==> config.mk <==
export PLATFORM = sky130hd
export DESIGN_NAME = uart_rx_framer
export DESIGN_NICKNAME = d
export VERILOG_FILES = /design/src/rtl/periplex_uart_pkg.sv /design/src/rtl/sync_2ff.sv /design/src/rtl/uart_rx_framer.sv
export SDC_FILE = /design/constraint.sdc
export NUM_CORES = 1
export LEC_CHECK = 0
export BUFFER_PORTS_ARGS = -buffer_cell sky130_fd_sc_hd__buf_2
export CORE_UTILIZATION = 52
export DETAILED_ROUTE_END_ITERATION = 8
export PLACE_DENSITY = 0.77
export SYNTH_ARGS = -nofsm -noshare
export SYNTH_HDL_FRONTEND = slang
export SYNTH_SLANG_ARGS = --single-unit
==> constraint.sdc <==
create_clock -name clk1 -period 1.6 [get_ports clk1]
set_input_delay 0.32 -clock clk1 [delete_from_list [all_inputs] [get_ports clk1]]
set_output_delay 0.32 -clock clk1 [all_outputs]
set_load 0.05 [all_outputs]
==> src/rtl/periplex_uart_pkg.sv <==
// periplex_uart_pkg: shared UART types and constants (UART_RX_PARITY_EN adds the parity state)
package periplex_uart_pkg;
  localparam int DATA_BITS = 8;
  localparam int DEFAULT_CLKS_PER_BIT = 868;
  typedef enum logic [2:0] {
    S_IDLE,
    S_START,
    S_DATA,
`ifdef UART_RX_PARITY_EN
    S_PARITY,
`endif
    S_STOP,
    S_WAIT_IDLE
  } rx_state_t;
`ifdef UART_RX_PARITY_EN
  function automatic logic even_parity_err(input logic [DATA_BITS-1:0] d, input logic p);
    return ^{d, p};
  endfunction
`endif
endpackage

==> src/rtl/sync_2ff.sv <==
// sync_2ff: two-flop synchronizer with configurable reset level
module sync_2ff #(
  parameter logic RST_VAL = 1'b1
) (
  input  logic clk,
  input  logic rst,
  input  logic d,
  output logic q
);
  logic meta;
  // shift the asynchronous input through two flops
  always_ff @(posedge clk or posedge rst)
    if (rst) {q, meta} <= {2{RST_VAL}};
    else {q, meta} <= {meta, d};
endmodule

==> src/rtl/uart_rx_framer.sv <==
// uart_rx_framer: 8N1 UART receiver with one-byte holding register (UART_RX_PARITY_EN adds even parity)
module uart_rx_framer
  import periplex_uart_pkg::*;
#(
  parameter int   CLKS_PER_BIT = DEFAULT_CLKS_PER_BIT,
  parameter logic IDLE_LEVEL   = 1'b1
) (
  input  logic                 clk1,
  input  logic                 rst,
  input  logic                 i_rx_serial,
  input  logic                 i_rx_ready,
  output logic                 o_rx_valid,
  output logic [DATA_BITS-1:0] o_rx_byte,
  output logic                 o_frame_err,
  output logic                 o_overrun,
  output logic                 o_busy
);
  localparam int TW = $clog2(CLKS_PER_BIT);
  localparam logic [TW-1:0] T_FULL = TW'(CLKS_PER_BIT - 1);
  localparam logic [TW-1:0] T_HALF = TW'(CLKS_PER_BIT / 2 - 1);
`ifdef UART_RX_PARITY_EN
  localparam rx_state_t AFTER_DATA = S_PARITY;
  logic par_bad;
`else
  localparam rx_state_t AFTER_DATA = S_STOP;
  localparam logic par_bad = 1'b0;
`endif
  rx_state_t state;
  logic [TW-1:0] timer;
  logic [$clog2(DATA_BITS)-1:0] idx;
  logic [DATA_BITS-1:0] shreg;
  logic rx_s, armed, tick;
  sync_2ff #(.RST_VAL(IDLE_LEVEL)) u_sync (
    .clk(clk1),
    .rst(rst),
    .d(i_rx_serial),
    .q(rx_s)
  );
  assign tick = timer == T_FULL;
  assign o_busy = state != S_IDLE;
  // frame FSM, bit timer, shifter and holding register; armed blocks a start until the line is seen idle after reset
  always_ff @(posedge clk1 or posedge rst)
    if (rst) begin
      state       <= S_IDLE;
      timer       <= '0;
      idx         <= '0;
      shreg       <= '0;
      armed       <= 1'b0;
      o_rx_valid  <= 1'b0;
      o_rx_byte   <= '0;
      o_frame_err <= 1'b0;
      o_overrun   <= 1'b0;
`ifdef UART_RX_PARITY_EN
      par_bad     <= 1'b0;
`endif
    end else begin
      o_frame_err <= 1'b0;
      o_overrun   <= 1'b0;
      if (i_rx_ready) o_rx_valid <= 1'b0;
      if (rx_s == IDLE_LEVEL) armed <= 1'b1;
      case (state)
        S_IDLE:
          if (armed && rx_s != IDLE_LEVEL) begin
            state <= S_START;
            timer <= '0;
          end
        S_START:
          if (timer == T_HALF) begin
            timer <= '0;
            state <= rx_s == IDLE_LEVEL ? S_IDLE : S_DATA;
          end else timer <= timer + 1'b1;
        S_DATA:
          if (tick) begin
            timer <= '0;
            shreg <= {rx_s, shreg[DATA_BITS-1:1]};
            idx   <= idx + 1'b1;
            if (&idx) state <= AFTER_DATA;
          end else timer <= timer + 1'b1;
`ifdef UART_RX_PARITY_EN
        S_PARITY:
          if (tick) begin
            timer       <= '0;
            par_bad     <= even_parity_err(shreg, rx_s);
            o_frame_err <= even_parity_err(shreg, rx_s);
            state       <= S_STOP;
          end else timer <= timer + 1'b1;
`endif
        S_STOP:
          if (tick) begin
            timer <= '0;
            if (rx_s == IDLE_LEVEL) begin
              state <= S_IDLE;
              if (!par_bad) begin
                if (!o_rx_valid || i_rx_ready) begin
                  o_rx_byte  <= shreg;
                  o_rx_valid <= 1'b1;
                end else o_overrun <= 1'b1;
              end
            end else begin
              state       <= S_WAIT_IDLE;
              o_frame_err <= !par_bad;
            end
          end else timer <= timer + 1'b1;
        S_WAIT_IDLE:
          if (rx_s == IDLE_LEVEL) state <= S_IDLE;
        default: state <= S_IDLE;
      endcase
    end
endmodule
==> results of run 1 <==
logic make-up after synthesis:
logic type | synth area share (%)
buffers and inverters | 4.23
flip-flops | 52.8
multiplexers | 11.2
XOR/XNOR | 0.485
AO/OA/AOI/OAI | 9.91
adder cells (fa/ha/maj) | 2.77
AND/OR/NAND/NOR | 18.6
through the flow:
step / instances / instance area, um2 / TNS (ns) / util (%) / hold WS [ns]
floorplan: 152 / 1860 / -0.273 / - / 0.324
global placement: 226 / 2110 / -1.17 / 63.3 / 0.346
detailed placement: 226 / 2110 / -2.01 / 63.3 / 0.349
CTS: 238 / 2270 / -2.55 / 68.0 / 0.0525
global route: 248 / 2440 / -4.97 / 73.2 / 0.0311
finish: 248 / 2440 / -2.85 / 73.2 / 0.0561
power by group:
group          leakage (uW)  internal (uW)  total, uW  switching (uW)
clock network     0.0000343            211        532             320
logic              0.000603            416        911             495
registers          0.000511           1010       1060            48.2
total               0.00115           1640       2500             864
metal layers:
metal	wire length [um]	share of wire [%]
met1	1910	45
met2	2050	49
met3	181	4.3
met4	62	1.5
met5	0	0
layout make-up:
type	count	share of cell area (%)
Clock inverter	2	0.513
Clock buffer	6	2.10
Timing Repair Buffer	50	15.5
Multi-Input combinational cell	98	39.1
Sequential cell	38	39.2
Inverter	8	1.23
Tap cell	46	2.36
worst max path at each step:
stage,to,cells after the start
4_1_cts,timer[4]$_DFFE_PP0P_,6
3_5_place_dp,timer[6]$_DFFE_PP0P_,5
3_3_place_gp,timer[9]$_DFFE_PP0P_,5
2_1_floorplan,idx[1]$_DFFE_PP0P_,5
5_1_grt,o_rx_byte[1]$_DFFE_PP0P_,5
6_report,o_rx_byte[1]$_DFFE_PP0P_,5
flip-flops by register name, indices dropped and copies added (netlist names):
| signal | count |
|---|---|
| u_sync.q | 1 |
| shreg | 8 |
| armed | 1 |
| state | 3 |
| u_sync.meta | 1 |
| timer | 10 |
| o_overrun | 1 |
| o_frame_err | 1 |
| o_rx_valid | 1 |
| o_rx_byte | 8 |
| idx | 3 |
cell usage after synthesis (all sizes together):
cell type and number:
dfrtp 36, mux2 18, nand2 10, nand4 9
inv 8, nand3 6, o311ai 6, buf 5
nand2b 5, o21ai 5, ha 4, a21oi 3
clkbuf 3, nor2 3, a31oi 2, and3 2
and4 2, and4bb 2, dfstp 2, nor2b 2
nor3 2, o22ai 2, or2 2, or3 2
a21o 1, a32o 1, a32oi 1, a41oi 1
and4b 1, nand3b 1, nor4 1, nor4bb 1
o211ai 1, o221a 1, xor2 1
tightest hold or removal path: stages:
cell,delay [ns]
buf_2,0.09
inv_1,0.04
buf_4,0.40
repair_timing:
item                                    in CTS  in global routing
hold buffers                                 0                  0
setup buffers                                4                 10
gates resized for setup                     14                 21
endpoints found under the setup margin      31                 33
pin swaps                                    1                  5
==> results.sh, run 1 <==
export IMPL_status="finished, violations left"
export IMPL_violations="negative setup slack"
export IMPL_final_hold_violation_count=0
export IMPL_fin_skew_ns=0.00670
export IMPL_layout_drive_gt1_share_pct=51.5
export IMPL_slowest_stage="dfrtp_1"
export IMPL_ys_warnings_count=0
export IMPL_grt_pass1_vias=1309
export IMPL_ios=16
export IMPL_final_nets=209
export IMPL_crit_fanout=8
export IMPL_antennaDiodeCount=0
export IMPL_die_area_mm2=0.00371
export IMPL_r2r_start="timer[4]$_DFFE_PP0P_"
export IMPL_power_leakage_uw=0.00115
export IMPL_cp_arrival_ns=2.00
export IMPL_avgSynthCellArea_um2=11.9
export IMPL_final_common_cell="dfrtp_1"
export IMPL_grt_max_degree=39
export IMPL_synthCells=152
export IMPL_root_buffer="clkbuf_4"
export IMPL_setup_viol=31
export IMPL_yosysTopAreaCell="dfrtp_1"
export IMPL_die_y_um=60.9
export IMPL_critical_path_required_ns=1.84
export IMPL_tightest_slew_ns=0.468
export IMPL_cts_buffers=5
export IMPL_htree_levels=2
export IMPL_synth_nets=160
export IMPL_total_power_uw=2500
export IMPL_timing_rr_end="o_rx_byte[1]$_DFFE_PP0P_"
export IMPL_dp_hpwl_um=2650
export IMPL_clock_latency_ns=0.35
export IMPL_rows=21
export IMPL_clk_pin_slew_ns=0.12
export IMPL_synth_area_leaders="dfrtp_1, mux2_2, dfstp_2"
export IMPL_hold_class="input port to async pin"
export IMPL_rrSetupSlack_ns=-0.16
export IMPL_maxCapViolCount=0
export IMPL_clock_sinks=38
export IMPL_relSlewSlack_pct=68.8
export IMPL_rsz0062_at_grt="true"
export IMPL_grt_busiest_layer="met2"
export IMPL_cts_tree="built"
export IMPL_slew_viol_final=0
export IMPL_globalRouteMet3Util_pct=5.76
export IMPL_cp_start_kind="flop"
export IMPL_core_area_mm2=0.00334
export IMPL_grt_pass1_wl_um=6170
export IMPL_antenna_left=0
export IMPL_cp_top_family="simple AND/OR/NAND/NOR gates"
export IMPL_port_buffer_count=15
export IMPL_use_met1_pct=32.5
export IMPL_synth_cell_types=43
export IMPL_grt_usage_pct=24.0
export IMPL_cp_startpoint="timer[4]$_DFFE_PP0P_"
export IMPL_slowest_delay_ns=0.44
export IMPL_peakVddDrop_v=0.000767
export IMPL_fillers=211
export IMPL_routabilityCongestion=0.946
export IMPL_clock_fmax_mhz=567
export IMPL_drc=0
export IMPL_avgRoutedWirePerCell_um=16.9
export IMPL_ys_seq_elements=38
export IMPL_mappedNetlistArea_mm2=0.00181
export IMPL_netlist_area_leader_share_pct=49.9
export IMPL_cp_num_buf_inv=1
export IMPL_grtUsageMet2_pct=36.6
export IMPL_power_density_mw_per_mm2=1020
export IMPL_num_vias=1410
export IMPL_antenna_found_initial=0
export IMPL_preCtsSetupSlack_ns=-0.102
export IMPL_critical_path_cell_chain="buf_6 > and4b_2 > and4_4 > nand4_4 > mux2_4"
export IMPL_finalCritPeriodShare_pct=110
export IMPL_worst_setup_path_type="flop to flop"
export IMPL_dr_pass1_iters=4
export IMPL_gr_total_overflow=0
export IMPL_avgViaCountPerCell=5.69
export IMPL_drt_initial_drc_count=97
export IMPL_die_w_um=60.9
export IMPL_clockBufferDepth=2
export IMPL_r2r_cells=5
export IMPL_ff_latch_area_um2=956
export IMPL_crit_path_end_kind="flop"
export IMPL_fin_ws_ns=-0.162
export IMPL_period_needed_ns=1.76
export IMPL_final_cell_mix="dfrtp_1, buf_4, buf_2"
export IMPL_initial_core_util_pct=54.1
export IMPL_multi_input_area_um2=955
export IMPL_syn_to_final_growth_pct=35.2
export IMPL_synth_seq_area_share_pct=52.8
export IMPL_postRouteWirelength_um=4200
Note: power is estimated with default switching activity, not from simulation.
==> run 2: changes to the inputs <==
Settings changed: SETUP_SLACK_MARGIN from default to 0.3.
==> run 2 against run 1 <==
Net effect:
- the run still ends with negative setup slack left
- sequential power barely moved
- largest power group unchanged
- global-route usage rose by 3.0 points
- via count rose by 9.7%
- critical endpoint is now o_rx_byte[5]$_DFFE_PP0P_
- largest cell class is now multi-input gates
==> results.sh, run 2 (same netlist as run 1, synthesis figures left out) <==
export IMPL_m1WireLength_um=2100
export IMPL_slowest_stage="dfrtp_1"
export IMPL_dp_hpwl_um=2790
export IMPL_drt_initial_drc_count=93
export IMPL_clk_pin_slew_ns=0.12
export IMPL_cp_top_family="simple AND/OR/NAND/NOR gates"
export IMPL_slew_viol_final=0
export IMPL_reg_largest_list="timer (10), o_rx_byte (8), shreg (8)"
export IMPL_die_w_um=60.9
export IMPL_htree_levels=2
export IMPL_power_leakage_uw=0.00122
export IMPL_grt_usage_pct=26.9
export IMPL_fin_ws_ns=-0.135
export IMPL_peakVddDrop_v=0.000703
export IMPL_clock_fmax_mhz=576
export IMPL_preCtsSetupSlack_ns=-0.113
export IMPL_avgRoutedWirePerCell_um=20.2
export IMPL_wl_met2_um=2690
export IMPL_routabilityCongestion=0.953
export IMPL_ios=16
export IMPL_largest_reg_flops=10
export IMPL_grt_max_degree=39
export IMPL_num_vias=1547
export IMPL_die_area_mm2=0.00371
export IMPL_die_y_um=60.9
export IMPL_fin_util_pct=79.4
export IMPL_rrSetupSlack_ns=-0.14
export IMPL_regMostFlops="timer"
export IMPL_rows=21
export IMPL_maxCapViolCount=0
export IMPL_power_density_mw_per_mm2=974
export IMPL_total_power_uw=2580
export IMPL_final_common_cell="buf_4"
export IMPL_gr_total_overflow=0
export IMPL_avgViaCountPerCell=6.04
export IMPL_final_nets=217
export IMPL_r2r_cells=5
export IMPL_crit_path_end_kind="flop"
export IMPL_worst_setup_path_type="flop to flop"
export IMPL_critical_path_required_ns=1.84
export IMPL_cp_arrival_ns=1.97
export IMPL_fin_skew_ns=0.0108
export IMPL_cp_start_kind="flop"
export IMPL_clock_sinks=38
export IMPL_postRouteWirelength_um=5170
export IMPL_clock_latency_ns=0.35
export IMPL_setup_viol=32
export IMPL_relSlewSlack_pct=67.5
export IMPL_initial_core_util_pct=54.1
export IMPL_cts_buffers=5
export IMPL_grt_pass1_wl_um=6960
export IMPL_tightest_slew_ns=0.488
export IMPL_r2r_start="timer[1]$_DFFE_PP0P_"
export IMPL_antenna_left=0
export IMPL_critical_path_cell_chain="ha_4 > and4b_2 > and4_4 > nand4_4 > mux2_2"
export IMPL_clockBufferDepth=2
export IMPL_port_buffer_count=15
export IMPL_final_cell_mix="buf_4, dfrtp_1, buf_6"
export IMPL_core_area_mm2=0.00334
export IMPL_drc=0
export IMPL_violations="negative setup slack"
export IMPL_antenna_found_initial=0
export IMPL_period_needed_ns=1.74
export IMPL_root_buffer="clkbuf_4"
export IMPL_layout_drive_gt1_share_pct=59.5
export IMPL_final_hold_violation_count=0
export IMPL_crit_fanout=8
export IMPL_timing_rr_end="o_rx_byte[5]$_DFFE_PP0P_"
export IMPL_finalSetupTns_ns=-2.80
export IMPL_antennaDiodeCount=0
export IMPL_cts_tree="built"
export IMPL_dr_pass1_iters=4
export IMPL_maxUsedRoutingLayer="met4"
export IMPL_syn_to_final_growth_pct=46.7
export IMPL_rsz0062_at_grt="true"
export IMPL_grt_pass1_vias=1446
export IMPL_slowest_delay_ns=0.44
export IMPL_finalCritPeriodShare_pct=108
export IMPL_cts_hold_buf=0
export IMPL_hold_class="input port to async pin"
export IMPL_wl_met3_um=253
export IMPL_status="finished, violations left"
export IMPL_cp_num_buf_inv=0
[run 2: cell types whose count changed in the layout (fill, tap and decap cells not counted), moves of 3 or more]
cell      previous run  this run
buf_2               14         3
buf_6                7        18
buf_4               28        35
o311ai_1             5         0
o21ai_0              3         0
o21ai_2              0         3
o311ai_4             1         4
[run 2: metal layers]
layer | up-vias | GRT usage [%]
met1 | 783 | 35.5
met2 | 61 | 42.9
li1 | 684 | -
met5 | - | 0
met4 | 0 | 13.0
met3 | 19 | 5.12
[run 2: worst max-delay path by stage]
stage,depth (start not counted),startpoint,to
after global placement,6,timer[3]$_DFFE_PP0P_,timer[4]$_DFFE_PP0P_
after detailed placement,5,timer[1]$_DFFE_PP0P_,o_rx_byte[5]$_DFFE_PP0P_
final,5,timer[1]$_DFFE_PP0P_,o_rx_byte[5]$_DFFE_PP0P_
after global routing,5,timer[1]$_DFFE_PP0P_,o_rx_byte[5]$_DFFE_PP0P_
after CTS,5,timer[1]$_DFFE_PP0P_,o_rx_byte[7]$_DFFE_PP0P_
after floorplan,5,timer[2]$_DFFE_PP0P_,idx[1]$_DFFE_PP0P_
[run 2: report_power, final]
part / switching (uW) / total (uW) / internal [uW]
Clock: 320 / 487 / 167
Combinational: 583 / 1040 / 461
Sequential: 40.3 / 1050 / 1010
Total: 943 / 2580 / 1640
[run 2: cell type report]
type	instances	area [um2]
clock buffers	6	41.3
clock inverters	2	10.0
fillers	187	688
inverters	8	30.0
multi-input cells	99	1060
flip-flops and latches	38	957
well taps	46	57.6
repair buffers	57	488
[run 2: stage by stage]
stage | cells | hold slack [ns] | area, um2
floorplan | 152 | 0.324 | 1890
global placement | 232 | 0.347 | 2170
detailed placement | 232 | 0.355 | 2170
CTS | 249 | 0.0610 | 2410
global route | 256 | 0.0367 | 2650
finish | 256 | 0.0408 | 2650
[run 2: what timing repair did]
| item | CTS | global route |
|---|---|---|
| resized for setup | 31 | 45 |
| pin swaps | 6 | 9 |
| hold endpoints to repair | 0 | 0 |
| cloned | 1 | 1 |
| setup endpoints to repair | 39 | 45 |
| setup buffers | 8 | 6 |
[run 2: worst min-delay path, stage by stage]
cell and delay (ns):
buf_2 0.09, inv_1 0.04, buf_4 0.40
==> run 3: changes to the inputs <==
Settings changed: CAP_MARGIN from default to 20, PLACE_DENSITY 0.77 to 0.74.
==> run 3 against run 2 <==
Net effect:
- the flow still finishes with violations (negative setup slack)
- total power is 10% higher
- routed wire length is 2.3% lower
- global-route usage is 1.4 points higher
- via count grew 0.13%
- sequential share of layout area is 0.13 points lower
- critical path depth stayed put
- cell count grew 0.78%
- register-to-register slack got worse by 0.03 ns
- combinational power shrank 9%
==> results.sh, run 3 (same netlist as run 1, synthesis figures left out) <==
export IMPL_avgViaCountPerCell=6.00
export IMPL_layout_drive_gt1_share_pct=60.4
export IMPL_violations="negative setup slack"
export IMPL_grt_usage_pct=28.3
export IMPL_worst_setup_path_type="flop to flop"
export IMPL_cts_tree="built"
export IMPL_critical_path_required_ns=1.85
export IMPL_hold_class="input port to async pin"
export IMPL_die_y_um=60.9
export IMPL_fin_ws_ns=-0.168
export IMPL_final_nets=219
export IMPL_postRouteWirelength_um=5050
export IMPL_power_leakage_uw=0.00125
export IMPL_slew_viol_final=0
export IMPL_final_hold_violation_count=0
export IMPL_core_area_mm2=0.00334
export IMPL_crit_fanout=5
export IMPL_relSlewSlack_pct=68.9
export IMPL_power_density_mw_per_mm2=1070
export IMPL_critical_path_cell_chain="buf_6 > and4bb_2 > a41oi_4 > nand3b_4 > o311ai_4"
export IMPL_initial_core_util_pct=54.1
export IMPL_cts_hold_buf=0
export IMPL_clock_fmax_mhz=566
export IMPL_grt_pass1_wl_um=7350
export IMPL_gr_total_overflow=0
export IMPL_total_power_uw=2840
export IMPL_slowest_stage="dfrtp_1"
export IMPL_peakVddDrop_v=0.000893
export IMPL_antenna_found_initial=0
export IMPL_maxCapViolCount=0
export IMPL_slowest_delay_ns=0.43
export IMPL_reg_largest_list="timer (10), o_rx_byte (8), shreg (8)"
export IMPL_cts_buffers=5
export IMPL_tightest_slew_ns=0.466
export IMPL_fillers=195
export IMPL_clock_sinks=38
export IMPL_final_common_cell="buf_4"
export IMPL_setup_viol=31
export IMPL_period_needed_ns=1.77
export IMPL_rsz0062_at_grt="true"
export IMPL_grt_pass1_vias=1508
export IMPL_syn_to_final_growth_pct=47.6
export IMPL_ios=16
export IMPL_antennaDiodeCount=0
export IMPL_root_buffer="clkbuf_4"
export IMPL_avgRoutedWirePerCell_um=19.6
export IMPL_drc=0
export IMPL_die_area_mm2=0.00371
export IMPL_largest_reg_flops=10
export IMPL_num_vias=1549
export IMPL_whs_ns=0.0566
export IMPL_regMostFlops="timer"
export IMPL_antenna_left=0
export IMPL_design_area_mm2=0.00267
export IMPL_port_buffer_count=15
export IMPL_routabilityCongestion=0.877
export IMPL_finalCritPeriodShare_pct=111
export IMPL_dp_hpwl_um=2820
export IMPL_status="finished, violations left"
export IMPL_cp_start_kind="flop"
export IMPL_cp_arrival_ns=2.02
export IMPL_final_cell_mix="buf_4, dfrtp_1, buf_6"
export IMPL_placed_area_mm2=0.00215
export IMPL_rows=21
export IMPL_drt_initial_drc_count=128
export IMPL_cp_startpoint="timer[7]$_DFFE_PP0P_"
export IMPL_clockBufferDepth=2
export IMPL_fin_skew_ns=0.0218
export IMPL_grt_max_degree=39
export IMPL_clk_pin_slew_ns=0.14
export IMPL_htree_levels=2
export IMPL_crit_path_end_kind="flop"
export IMPL_r2r_start="timer[7]$_DFFE_PP0P_"
export IMPL_dr_pass1_iters=4
export IMPL_clock_latency_ns=0.35
export IMPL_die_w_um=60.9
-- run 3: changes by cell type in the layout (fill, tap and decap cells not counted), sizes merged --
| cell | change |
|---|---|
| bufinv | +2 |
| buf | +1 |
| clkinv | -1 |
-- run 3: area by class of cell --
| type | instances | area, um2 | share of cell area (%) |
|---|---|---|---|
| Clock buffer | 5 | 37.5 | 1.41 |
| Clock inverter | 3 | 68.8 | 2.58 |
| Inverter | 8 | 30.0 | 1.13 |
| Tap cell | 46 | 57.6 | 2.16 |
| Sequential cell | 38 | 960 | 36.0 |
| Multi-Input combinational cell | 99 | 1020 | 38.4 |
| Timing Repair Buffer | 59 | 488 | 18.3 |
-- run 3: per-stage QoR --
step / utilization [%] / cells / TNS (ns) / setup WS, ns
final: 79.9 / 258 / -3.22 / -0.168
after global routing: 79.9 / 258 / -4.39 / -0.192
after CTS: 74.7 / 248 / -2.48 / -0.120
after detailed placement: 64.5 / 230 / -2.56 / -0.174
after global placement: 64.5 / 230 / -1.33 / -0.102
after floorplan: - / 152 / -0.257 / -0.0285
-- run 3: path summary, 6_finish.rpt --
kind | end | cells past startpoint | slack [ns]
min reg2reg | u_sync.q$_DFF_PP1_ | 0 | 0.36
min | timer[8]$_DFFE_PP0P_ | 3 | 0.06
max in group asynchronous | u_sync.q$_DFF_PP1_ | 3 | 1.17
max reg2reg | timer[6]$_DFFE_PP0P_ | 5 | -0.17
min in group clk1 | u_sync.meta$_DFF_PP1_ | 1 | 0.07
max | timer[6]$_DFFE_PP0P_ | 5 | -0.17
-- run 3: where the power goes --
group | internal, uW | leakage, uW | switching [uW]
registers | 1010 | 0.000507 | 45.8
clock network | 489 | 0.0000554 | 342
logic | 421 | 0.000687 | 530
-- run 3: critical path, delay by kind of cell, from the launching register on --
kind | cells | cell delay [ns]
flip-flops | 1 | 0.43
AND/OR/NAND/NOR | 2 | 0.45
buffers and inverters | 1 | 0.12
AO/OA/AOI/OAI | 2 | 0.66
-- run 3: layer usage --
metal	global-route usage (%)	vias up	routed length, um
met5	0	-	0
met4	16.2	0	116
met3	5.12	11	288
met2	44.6	66	2640
met1	36.7	784	2000
li1	-	688	-
-- run 3: timing repair --
action | CTS | global route
pin swaps | 11 | 3
endpoints found under the setup margin | 41 | 45
hold endpoints to repair | 0 | 0
gates resized for setup | 36 | 31
cloned | 2 | 0
setup buffers | 8 | 10
